--- src/rtl/rect_draw_engine.sv ---
// Rectangle fill engine: walks a BLK_W x BLK_H block one pixel per clock,
// column-major, clipping pixels that fall off the visible screen.
module rect_draw_engine #(
  parameter int X_W      = 8,
  parameter int Y_W      = 7,
  parameter int COLOUR_W = 3,
  parameter int BLK_W    = 8,
  parameter int BLK_H    = 8,
  parameter int SCREEN_W = 160,
  parameter int SCREEN_H = 120,
  parameter logic [COLOUR_W-1:0] FLASH_COLOUR = '1
) (
  input  logic                clock,
  input  logic                reset,
  input  logic                start,
  input  logic [X_W-1:0]      x_in,
  input  logic [Y_W-1:0]      y_in,
  input  logic [COLOUR_W-1:0] colour_in,
  input  logic                flash,
  output logic                busy,
  output logic                done,
  output logic                plot,
  output logic [X_W-1:0]      x_out,
  output logic [Y_W-1:0]      y_out,
  output logic [COLOUR_W-1:0] colour_out
);

  typedef enum logic [1:0] {IDLE, DRAW, DONE} state_e;

  localparam logic [X_W-1:0] COL_LAST = X_W'(BLK_W - 1);
  localparam logic [Y_W-1:0] ROW_LAST = Y_W'(BLK_H - 1);
  localparam logic [X_W:0]   SCR_W    = (X_W + 1)'(SCREEN_W);
  localparam logic [Y_W:0]   SCR_H    = (Y_W + 1)'(SCREEN_H);

  state_e              state_q, state_d;
  logic [X_W-1:0]      x0_q, x0_d, col_q, col_d;
  logic [Y_W-1:0]      y0_q, y0_d, row_q, row_d;
  logic [COLOUR_W-1:0] colour_q, colour_d;
  logic [X_W:0]        sum_x;
  logic [Y_W:0]        sum_y;

  // NOTE: sequential state uses non-blocking assignments so every register
  // samples the pre-edge value of every other register.
  always_ff @(posedge clock) begin
    if (reset) begin
      state_q  <= IDLE;
      x0_q     <= '0;
      y0_q     <= '0;
      col_q    <= '0;
      row_q    <= '0;
      colour_q <= COLOUR_W'(1);
    end else begin
      state_q  <= state_d;
      x0_q     <= x0_d;
      y0_q     <= y0_d;
      col_q    <= col_d;
      row_q    <= row_d;
      colour_q <= colour_d;
    end
  end

  // NOTE: every signal driven here gets a default first, so no path can
  // leave one unassigned and infer a latch.
  always_comb begin
    state_d  = state_q;
    x0_d     = x0_q;
    y0_d     = y0_q;
    col_d    = col_q;
    row_d    = row_q;
    colour_d = colour_q;
    unique case (state_q)
      IDLE: begin
        if (start) begin
          x0_d     = x_in;
          y0_d     = y_in;
          colour_d = colour_in;
          col_d    = '0;
          row_d    = '0;
          state_d  = DRAW;
        end
      end
      DRAW: begin
        // Row is the inner count; the column advances when a column finishes.
        if (row_q == ROW_LAST) begin
          row_d = '0;
          if (col_q == COL_LAST) begin
            col_d   = '0;
            state_d = DONE;
          end else begin
            col_d = col_q + X_W'(1);
          end
        end else begin
          row_d = row_q + Y_W'(1);
        end
      end
      DONE:    state_d = IDLE;
      default: state_d = IDLE;
    endcase
  end

  // One extra bit keeps the unwrapped sum so off-screen pixels clip, not wrap.
  assign sum_x = {1'b0, x0_q} + {1'b0, col_q};
  assign sum_y = {1'b0, y0_q} + {1'b0, row_q};

  assign busy       = (state_q == DRAW);
  assign done       = (state_q == DONE);
  assign plot       = busy && (sum_x < SCR_W) && (sum_y < SCR_H);
  assign x_out      = sum_x[X_W-1:0];
  assign y_out      = sum_y[Y_W-1:0];
  assign colour_out = flash ? FLASH_COLOUR : colour_q;

endmodule

--- config.mk ---
export PLATFORM = sky130hd
export DESIGN_NAME = rect_draw_engine
export DESIGN_NICKNAME = d
export VERILOG_FILES = /design/src/rtl/rect_draw_engine.sv
export SDC_FILE = /design/constraint.sdc
export NUM_CORES = 1
export LEC_CHECK = 0
export BUFFER_PORTS_ARGS = -buffer_cell sky130_fd_sc_hd__buf_2
export CAP_MARGIN = 25
export CORE_ASPECT_RATIO = 0.7
export CORE_UTILIZATION = 35
export DETAILED_ROUTE_END_ITERATION = 6
export GPL_TIMING_DRIVEN = 0
export PLACE_DENSITY = 0.55
export SLEW_MARGIN = 10
export SYNTH_ARGS = -nofsm -noshare
export SYNTH_HDL_FRONTEND = slang
export SYNTH_SLANG_ARGS = --single-unit
--- constraint.sdc ---
create_clock -name clock -period 2.26 [get_ports clock]
set_input_delay 0.452 -clock clock [delete_from_list [all_inputs] [get_ports clock]]
set_output_delay 0.452 -clock clock [all_outputs]
set_load 0.05 [all_outputs]
Word-level counts from Yosys, hierarchy flattened
Index checks and enable logic that the tools add are counted.
{"block": "totals", "inputBits": 22, "word_cells": 39, "mem_bits_rw": 0, "mem_count": 0, "latchBits": 0, "regBits": 35, "romBits": 0, "output_inout_bits": 21}
{"block": "op_classes", "eq_ne": 7, "n_bitwise": 0, "n_addsub": 4, "n_mux": 12, "n_div": 0, "n_mul": 0, "shift": 0, "reduce_logical": 8, "order_cmp": 2}
{"operator": "$mux W8", "n": 3}
{"operator": "$pmux W8 S2", "n": 1}
{"operator": "$mux W7", "n": 2}
{"operator": "$pmux W7 S2", "n": 1}
{"operator": "$add A8 B8 Y9", "n": 1}
{"operator": "$lt A9 B8 Y1 const B", "n": 1}
{"operator": "$add A7 B7 Y8", "n": 1}
{"operator": "$add A8 B1 Y8 const B", "n": 1}
{"operator": "$eq A8 B3 Y1 const B", "n": 1}
{"operator": "$lt A8 B7 Y1 const B", "n": 1}
{"operator": "$add A7 B1 Y7 const B", "n": 1}
{"operator": "$eq A7 B3 Y1 const B", "n": 1}
{"operator": "$mux W2", "n": 3}
{"operator": "$reduce_and A3 Y1", "n": 2}
{"operator": "$ne A2 B1 Y1 const B", "n": 2}
{"operator": "$pmux W2 S2", "n": 1}
{"operator": "$reduce_and A2 Y1", "n": 2}
{"operator": "$mux W3", "n": 1}
{"operator": "$eq A2 B1 Y1 const B", "n": 1}
{"operator": "$eq A2 B2 Y1 const B", "n": 1}
{"operator": "$logic_and A1 B1 Y1", "n": 2}
{"operator": "$logic_not A2 Y1", "n": 1}
{"operator": "$ne A2 B2 Y1 const B", "n": 1}
{"operator": "$reduce_bool A2 Y1", "n": 1}

Longest topological paths before layout
Gate-level depths: netlist of the first run.
{"block": "logic_depth", "depth_word": 4, "mapped_depth": 9, "depth_no_buf": 9}

Least setup slack after synthesis of the first run
Ideal clock, no wire load.
{"block": "synth_timing", "kind": "register to output", "startpoint": "register col_q[1]", "endpoint": "output plot", "t_required_ps": 1808, "stages_incl_launch_ff": 8, "setup_slack_ps": -1221, "n_path_buf": 0, "arrival_time_ps": 3029, "path_cell_list": "dfxtp_1 ha_1 a211oi_2 nor2_1 o31ai_1 a21oi_1 a211oi_1 a221oi_2"}
{"block": "synth_via", "elab_chain_cells": 4}
{"element": "from (decl)", "line": "36", "source": "logic [X_W-1:0] x0_q, x0_d, col_q, col_d;"}
{"element": "from (signal assigned)", "line": "56", "source": "col_q <= col_d;"}
{"element": "$add A8 B8 Y9", "line": "102", "source": "assign sum_x = {1'b0, x0_q} + {1'b0, col_q};"}
{"element": "named net x_out[7]", "line": "23", "source": "output logic [X_W-1:0] x_out,"}
{"element": "$lt A9 B8 Y1", "line": "107", "source": "assign plot = busy && (sum_x < SCR_W) && (sum_y < SCR_H);"}
{"element": "$logic_and A1 B1 Y1 (2 in a row)", "line": "107"}
{"element": "to (decl)", "line": "22", "source": "output logic plot,"}
The timed path passes the listed nets, and every way through them passes these cells.

Worst setup path in the final report of the first run
{"block": "layout_timing", "startpoint": "register col_q[0]", "endpoint": "output plot"}
{"block": "layout_via", "elab_chain_cells": 4}
{"element": "$add A8 B8 Y9", "line": "102"}
{"element": "$lt A9 B8 Y1", "line": "107"}
{"element": "$logic_and A1 B1 Y1 (2 in a row)", "line": "107"}
No other way between the ends.

==> results of run 1 <==
==> per-layer routing <==
layer / up-vias / GRT usage / wire (um) / share of wire
met5: - / 0 / 0 / 0
met4: 0 / 0.0568 / 53 / 0.0096
met2: 34 / 0.253 / 2140 / 0.39
li1: 1056 / - / - / -
met1: 921 / 0.280 / 3170 / 0.57
met3: 5 / 0.0372 / 161 / 0.029
==> power by group <==
group / leakage [nW] / switching (W) / internal, W
logic: 0.882 / 0.000205 / 0.000109
registers: 0.291 / 0.0000197 / 0.000638
clock network: 0.0395 / 0.000216 / 0.000219
total: 1.21 / 0.000440 / 0.000966
==> layout by cell type, fill, tap and decap left out, drive strengths merged, types with 3 or more instances in the layout <==
cell type,n
o21ai,13
a211oi,5
and3,6
or3b,3
nor2b,3
nor3,4
ha,17
dfxtp,35
nand2,44
xnor2,5
clkbuf,15
o21bai,3
buf,53
nand3,5
inv,11
or2,6
a21oi,35
nor2,28
nand3b,3
==> cells in the mapped netlist, drive strengths merged, types with 4 or more instances <==
library cell	n	share of area
nand2	44	0.077
a21oi	35	0.084
dfxtp	35	0.33
nor2	28	0.053
ha	17	0.10
o21ai	13	0.030
inv	11	0.019
and3	6	0.020
clkbuf	6	0.011
or2	6	0.018
a211oi	5	0.020
nand3	5	0.012
xnor2	5	0.021
nor3	4	0.0094
==> sequential cells by signal, indices dropped and copies added (netlist names) <==
signal and flops:
y0_q 7, col_q 8, state_q 2, row_q 7, x0_q 8, colour_q 3
==> logic make-up after synthesis <==
| group | share of synthesized area |
|---|---|
| AO/OA/AOI/OAI | 0.226 |
| XOR/XNOR | 0.0287 |
| adder cells (fa/ha/maj) | 0.118 |
| buffers and inverters | 0.0393 |
| flip-flops | 0.328 |
| AND/OR/NAND/NOR | 0.259 |
==> worst min-delay path by stage <==
stage / startpoint / to
finish: colour_in[0] / colour_q[0]
global route: colour_in[0] / colour_q[0]
global placement: colour_q[2] / colour_q[2]
floorplan: colour_q[0] / colour_q[0]
CTS: colour_in[0] / colour_q[0]
detailed placement: x0_q[4] / x0_q[4]
==> critical path: cells and delay by family, from the launching register on <==
family          cells  cell delay, ns
flops               1            0.36
simple gates        3            0.44
buf+inv             2            0.23
fa+ha+maj           2            0.53
compound gates      3            0.62
==> metrics by stage <==
stage,setup TNS [ns],cells,utilization,total power (W)
after floorplan,-0.892,267,-,0.000894
after global placement,-1.21,383,0.451,0.000960
after detailed placement,-1.31,383,0.451,0.000963
after CTS,-1.94,399,0.494,0.00142
after global routing,-2.76,401,0.503,0.00148
final,-2.15,401,0.503,0.00141
==> area by class of cell <==
class                      count  share of cell area
buffer                         9              0.0146
timing repair buffer          51               0.118
inverter                      11              0.0141
multi-input combinational    212               0.546
clock buffer                   8              0.0274
sequential                    35               0.248
tap                           75              0.0321
==> what timing repair did <==
action                     4_1_cts  5_1_grt
pin swaps                       11       10
buffers inserted                 8        2
setup endpoints to repair        9        9
gates resized for setup         35        9
==> flow_summary_export.csv, run 1 <==
group,metric,value,unit
setup_path,crit_type,"register to output pin",
logic_synthesis,syn_nets,308,
status,failed_checks,"setup timing",
run,drv_cap,0,
timing,finalMaxSlewViolations,0,
setup_path,timing.rr.start,"row_q[1]",
global_route,grt_pass1_vias,1765,
timing,max_freq,343,MHz
timing,rsz0062_at_grt,"true",
detailed_routing,ant_nets,0,
timing,hold_ws,0.379,ns
setup_path,endpoint,"plot",
timing,fin_crit,2.92,ns
placement,pre_cts_ws,-0.617,ns
detailed_routing,post_drt_wl_per_cell,13.8,um
placement,post_dp_cell_area,2620,sq um
placement,hpwl,4160,um
timing,skew,0.00805,ns
power_and_ir_drop,peakVddDrop,0.228,mV
die,die-area,6420,sq um
timing,setup-violations-final,7,
worst_hold_path,hold_class,"primary input to register",
logic_synthesis,synth_edf_count,0,
finish,insertedDiodeCount,0,
finish,drive_gt1_frac,0.350,
global_route,gr-usage-all-layers,0.184,
placement,io_buffers,41,
logic_synthesis,ys_ff_latch,35,
logic_synthesis,netlist_area,2130,sq um
clock_network,cts_hold_buf,0,
detailed_routing,first_pass_iters,4,
setup_path,path_max_fanout,3,
setup_path,cpMaxStageDelayCell,"fa_2",
finish,area_delta_synth_final,37.0,%
logic_synthesis,syn_inst,267,
die,die_w,95.3,um
logic_synthesis,avgSynthCellArea,7.99,sq um
setup_path,critPathLaunchType,"register",
logic_synthesis,synth_ff_type,"dfxtp_1",
worst_hold_path,whs_path_depth,3,
placement,place_congestion,0.824,
finish,multi_input_area,1600,sq um
logic_synthesis,yosysWarnings,0,
setup_path,reg2reg_setup_slack,0.16,ns
setup_path,r2r-end,"col_q[3]",
finish,n_fill_cell,572,
detailed_routing,viasPerCell,5.03,
clock_network,path_clk_slew,0.07,ns
clock_network,cts_buffers,5,
setup_path,cp_data_arrival_time,2.47,ns
clock_network,cts_max_path_buffers,2,
timing,timing.final.crit_share,1.29,
detailed_routing,drcViolationCount,0,
timing,worstMarginPinSlew,0.554,ns
detailed_routing,num_vias,2016,
logic_synthesis,ys_seq_area_frac,0.328,
global_route,grt_max_degree,11,
status,status,"finished with violations",
setup_path,crit_path_cell_trace,"ha_4, inv_2, fa_2, nor2b_4, o31a_4, o311a_4, nor3_4, or2_4, a221oi_4, buf_6",
power_and_ir_drop,power.leakage,1.21,nW
setup_path,crit_start,"col_q[0]",
setup_path,max_stage_delay,0.38,ns
detailed_routing,drt_iter0_markers,117,
clock_network,cts_tree,"built",
global_route,grt_pass1_wl,8770,um
finish,fin_nets,366,
die,die_h,67.3,um
clock_network,cts-root-buf,"clkbuf_8",
global_route,antenna_found_initial,0,
finish,fin_area,2920,sq um
setup_path,critPathCaptureType,"output pin",
detailed_routing,finalWirelength,5530,um
clock_network,clock-sinks,35,
global_route,grt_overflow_total,0,
die,core-area,5810,sq um
clock_network,cts_max_level,2,
die,initial_core_util,0.367,
setup_path,crit_required,1.81,ns
power_and_ir_drop,cellPowerDensity,481,nW/um^2
setup_path,ff2ff_path_depth,8,
timing,hold_viol,0,
timing,max_slew_margin,0.631,
die,ios,43,
finish,seqCellArea,724,sq um
die,row_count,23,
logic_synthesis,synth_cell_types,55,
timing,layout_setup_ws,-0.658,ns
logic_synthesis,async_flop_share,0,
clock_network,clock_latency,0.28,ns
(Power assumes the default switching activity.)
==> run 2: changes to the inputs <==
Settings changed: CTS_BUF_LIST from default to sky130_fd_sc_hd__clkbuf_16, SKIP_LAST_GASP from default to 1.
==> flow_summary_export.csv, run 2 (synthesis gave the netlist of run 1 again) <==
group,metric,value,unit
clock_network,cts_tree,"built",
power_and_ir_drop,cellPowerDensity,548,nW/um^2
setup_path,max_stage_delay,0.36,ns
finish,drive_gt1_frac,0.334,
power_and_ir_drop,switching_share,0.287,
detailed_routing,viasPerCell,5.03,
finish,n_fill_cell,563,
setup_path,crit_path_cell_trace,"ha_4, inv_2, fa_2, nor2b_2, o31a_2, o311a_4, nor3_4, or2_1, a221oi_4, buf_6",
power_and_ir_drop,power.leakage,1.23,nW
detailed_routing,finalWirelength,5470,um
detailed_routing,post_drt_wl_per_cell,13.7,um
timing,setup_tns,-1.70,ns
placement,hpwl,4160,um
setup_path,r2r-end,"col_q[3]",
die,row_count,23,
clock_network,clock_latency,0.27,ns
finish,final_cell_mix,"nand2_1 (44), buf_2 (34), a21oi_1 (31)",
status,failed_checks,"setup timing",
power_and_ir_drop,p_seq_frac,0.412,
timing,fin_crit,2.91,ns
finish,area_delta_synth_final,37.0,%
setup_path,cpMaxStageDelayCell,"dfxtp_4",
run,drv_cap,0,
timing,hold_ws,0.391,ns
timing,layout_setup_ws,-0.652,ns
placement,pre_cts_ws,-0.617,ns
finish,mostFrequentLayoutCell,"nand2_1",
timing,worstMarginPinSlew,0.539,ns
worst_hold_path,hold_end,"colour_q[0]",
detailed_routing,ant_nets,0,
clock_network,cts-root-buf,"clkbuf_16",
timing,finalMaxSlewViolations,0,
timing,skew,0.00531,ns
clock_network,cts_max_path_buffers,2,
global_route,grt_overflow_total,0,
clock_network,cts_max_level,2,
timing,setup-violations-final,7,
die,initial_core_util,0.367,
clock_network,path_clk_slew,0.06,ns
clock_network,cts_buffers,5,
setup_path,crit_required,1.81,ns
timing,rsz0062_at_grt,"true",
finish,fin_nets,363,
power_and_ir_drop,p_sw,0.000460,W
setup_path,crit_type,"register to output pin",
finish,fin_util,0.503,
setup_path,cp_data_arrival_time,2.46,ns
global_route,grt_max_degree,11,
worst_hold_path,hold_class,"primary input to register",
worst_hold_path,min_from,"colour_in[0]",
global_route,gr-usage-all-layers,0.183,
die,core-area,5810,sq um
finish,insertedDiodeCount,0,
global_route,grt_pass1_wl,8790,um
timing,max_freq,343,MHz
power_and_ir_drop,internal_power,0.00114,W
die,die_w,95.3,um
die,die_h,67.3,um
clock_network,clock-sinks,35,
setup_path,ff2ff_path_depth,7,
power_and_ir_drop,p_clk_frac,0.395,
die,ios,43,
setup_path,path_max_fanout,3,
power_and_ir_drop,peakVddDrop,0.248,mV
timing,max_slew_margin,0.641,
global_route,grt_pass1_vias,1786,
status,status,"finished with violations",
setup_path,reg2reg_setup_slack,0.26,ns
clock_network,cts_hold_buf,0,
setup_path,critPathCaptureType,"output pin",
timing,hold_viol,0,
power_and_ir_drop,power.share.combinational,0.192,
finish,largestRegisters,"col_q: 8 flops, x0_q: 8 flops",
detailed_routing,first_pass_iters,4,
placement,io_buffers,41,
setup_path,critPathLaunchType,"register",
detailed_routing,num_vias,2002,
timing,timing.final.crit_share,1.29,
setup_path,timing.rr.start,"row_q[0]",
placement,place_congestion,0.824,
detailed_routing,drt_iter0_markers,126,
detailed_routing,drcViolationCount,0,
global_route,antenna_found_initial,0,
worst_hold_path,whs_path_depth,3,
die,die-area,6420,sq um
==> run 2: cell count changes in the layout (fill, tap and decap cells not counted), moves of 2 or more <==
cell,delta
clkbuf_1,-3
inv_1,+3
clkbuf_8,-5
clkbuf_16,+5
buf_6,-2
==> run 2: critical path, delay by kind of cell, from the launching register on <==
| kind | cells | cell delay, ns |
|---|---|---|
| buffers and inverters | 2 | 0.23 |
| DFF | 1 | 0.36 |
| AOI/OAI and AO/OA | 3 | 0.67 |
| and+or+nand+nor | 3 | 0.43 |
| adders and majority gates | 2 | 0.50 |
==> run 2: layout make-up <==
type	instances	area, sq um	share of cell area
Tap cell	75	93.8	0.0321
Inverter	11	41.3	0.0141
Clock buffer	5	125	0.0428
Sequential cell	35	724	0.248
Timing Repair Buffer	48	312	0.107
Buffer	9	42.5	0.0146
Clock inverter	3	11.3	0.00385
Multi-Input combinational cell	212	1570	0.538
==> run 2: per-layer routing <==
layer	GRT usage	part of all wire
met5	0	0
met4	0.0511	0.0070
met3	0.0405	0.042
met2	0.254	0.39
met1	0.276	0.56
==> run 2: repair_timing <==
item | 4_1_cts | 5_1_grt
setup endpoints to repair | 9 | 8
buffers inserted | 5 | 2
resized for setup | 34 | 1
pin swaps | 10 | 2
==> run 2: worst max-delay path by stage <==
stage	startpoint	endpoint	slack, ns	cells after the start
final	col_q[0]	plot	-0.65	10
after floorplan	col_q[0]	plot	-0.56	9
after detailed placement	col_q[2]	plot	-0.62	8
after global placement	col_q[2]	plot	-0.61	8
after CTS	col_q[0]	plot	-0.68	10
after global routing	col_q[0]	plot	-0.75	10
==> run 2: per-stage QoR <==
step / instance area (sq um) / instances / total power (W)
6_report: 2920 / 398 / 0.00160
5_1_grt: 2920 / 398 / 0.00167
4_1_cts: 2900 / 396 / 0.00162
3_5_place_dp: 2620 / 383 / 0.000963
3_3_place_gp: 2620 / 383 / 0.000960
2_1_floorplan: 2320 / 267 / 0.000894
==> run 2: power by group through the flow <==
stage	clock network (W)	registers, W	logic, W
final	0.000633	0.000660	0.000308
after detailed placement	0	0.000673	0.000290
after global placement	0	0.000673	0.000288
after floorplan	0	0.000668	0.000226
after CTS	0.000647	0.000659	0.000309
after global routing	0.000672	0.000662	0.000336
==> run 3: changes to the inputs <==
Settings changed: CORE_UTILIZATION 35 to 49, PLACE_DENSITY 0.55 to 0.75, RECOVER_POWER from default to 50.
==> flow_summary_export.csv, run 3 (synthesis gave the netlist of run 1 again) <==
group,metric,value,unit
status,status,"finished with violations",
status,failed_checks,"setup timing",
timing,max_freq,336,MHz
finish,fin_nets,362,
detailed_routing,viasPerCell,5.45,
timing,layout_setup_ws,-0.712,ns
setup_path,reg2reg_setup_slack,-0.05,ns
global_route,grt_overflow_total,0,
timing,max_slew_margin,0.436,
setup_path,crit_type,"register to output pin",
worst_hold_path,hold_class,"primary input to register",
power_and_ir_drop,peakVddDrop,0.478,mV
finish,final_cell_mix,"nand2_1 (44), a21oi_1 (30), buf_2 (27)",
clock_network,cts_buffers,5,
placement,place_congestion,0.886,
detailed_routing,drt_iter0_markers,144,
setup_path,path_max_fanout,3,
clock_network,path_clk_slew,0.05,ns
timing,hold_ws,0.401,ns
power_and_ir_drop,cellPowerDensity,554,nW/um^2
clock_network,cts-root-buf,"clkbuf_16",
finish,drive_gt1_frac,0.305,
die,row_count,19,
die,core-area,4040,sq um
run,drv_cap,0,
finish,layout.cells.non_filler,373,
die,die-area,4630,sq um
power_and_ir_drop,power.leakage,1.21,nW
detailed_routing,num_vias,2033,
finish,fin_util,0.711,
placement,hpwl,3810,um
placement,post_dp_cell_area,2590,sq um
die,ios,43,
clock_network,clock_latency,0.28,ns
timing,fin_crit,2.97,ns
placement,io_buffers,41,
global_route,gr-usage-all-layers,0.256,
global_route,grt_max_degree,11,
die,initial_core_util,0.528,
placement,dp_cells,360,
die,die_w,80.9,um
setup_path,critPathCaptureType,"output pin",
global_route,antenna_found_initial,0,
power_and_ir_drop,power,0.00159,W
setup_path,crit_required,1.81,ns
finish,mostFrequentLayoutCell,"nand2_1",
detailed_routing,drcViolationCount,0,
finish,multi_input_area,1570,sq um
finish,n_fill_cell,336,
clock_network,cts_max_path_buffers,2,
finish,largestRegisters,"col_q: 8 flops, x0_q: 8 flops",
finish,area_delta_synth_final,34.7,%
detailed_routing,ant_nets,0,
finish,seqCellArea,724,sq um
timing,rsz0062_at_grt,"true",
die,die_h,57.2,um
clock_network,clock-sinks,35,
clock_network,cts_hold_buf,0,
timing,skew,0.00593,ns
detailed_routing,first_pass_iters,4,
finish,insertedDiodeCount,0,
timing,finalMaxSlewViolations,0,
clock_network,cts_tree,"built",
detailed_routing,post_drt_wl_per_cell,14.3,um
timing,timing.final.crit_share,1.32,
timing,setup-violations-final,9,
global_route,grt_pass1_vias,1850,
timing,hold_viol,0,
setup_path,cp_data_arrival_time,2.52,ns
timing,worstMarginPinSlew,0.839,ns
clock_network,cts_max_level,2,
global_route,grt_pass1_wl,8910,um
detailed_routing,finalWirelength,5340,um
finish,fin_area,2870,sq um
setup_path,critPathLaunchType,"register",
==> run 3: cell count changes in the layout (fill, tap and decap cells not counted), moves of 2 or more <==
cell      delta
buf_2        -7
buf_4        -2
buf_6        +3
clkbuf_1     +6
==> run 3: per-stage QoR <==
step           setup slack, ns  TNS [ns]
5_1_grt                 -0.793     -3.22
3_3_place_gp            -0.591     -1.11
3_5_place_dp            -0.631     -1.18
6_report                -0.712     -2.10
2_1_floorplan           -0.556    -0.892
4_1_cts                 -0.707     -1.79
==> run 3: what timing repair did <==
action                                  4_1_cts  5_1_grt
buffers inserted                              5        1
pin swaps                                    11        5
endpoints found under the setup margin        9       10
gates resized for setup                      25       14
hold endpoints to repair                      0        0
==> run 3: area by class of cell <==
cell class,count,area share
Tap cell,52,0.0226
Clock buffer,5,0.0435
Buffer,9,0.0148
Multi-Input combinational cell,212,0.545
Clock inverter,2,0.00261
Timing Repair Buffer,47,0.105
Inverter,11,0.0144
Sequential cell,35,0.252
==> run 3: layer usage <==
metal  up-vias  track usage  share of wire
met5         -            0              0
met4         0       0.0612         0.0088
met3         6       0.0576          0.057
met2        63        0.351           0.42
met1       913        0.400           0.52
li1       1051            -              -
==> run 3: path summary, 6_finish.rpt <==
check | to | startpoint | cells past startpoint
worst max-delay path | plot | col_q[0] | 10
worst min-delay path | colour_q[0] | colour_in[0] | 3
worst max register to register | col_q[7] | col_q[7] | 6
worst min register to register | colour_q[2] | colour_q[2] | 2
==> run 3: power breakdown <==
group          leakage, nW  switching, W  internal, W
clock               0.0723      0.000237     0.000393
combinational        0.843      0.000202     0.000102
sequential           0.291     0.0000198     0.000640
total                 1.21      0.000459      0.00113
==> run 3: critical path, cell delays in order (launching register included) <==
cell and delay [ns]:
dfxtp_4 0.35, ha_4 0.14, inv_2 0.04, fa_2 0.39, nor2b_2 0.17, o31a_4 0.18
o311a_4 0.19, nor3_4 0.04, or2_1 0.27, a221oi_4 0.28, buf_6 0.19
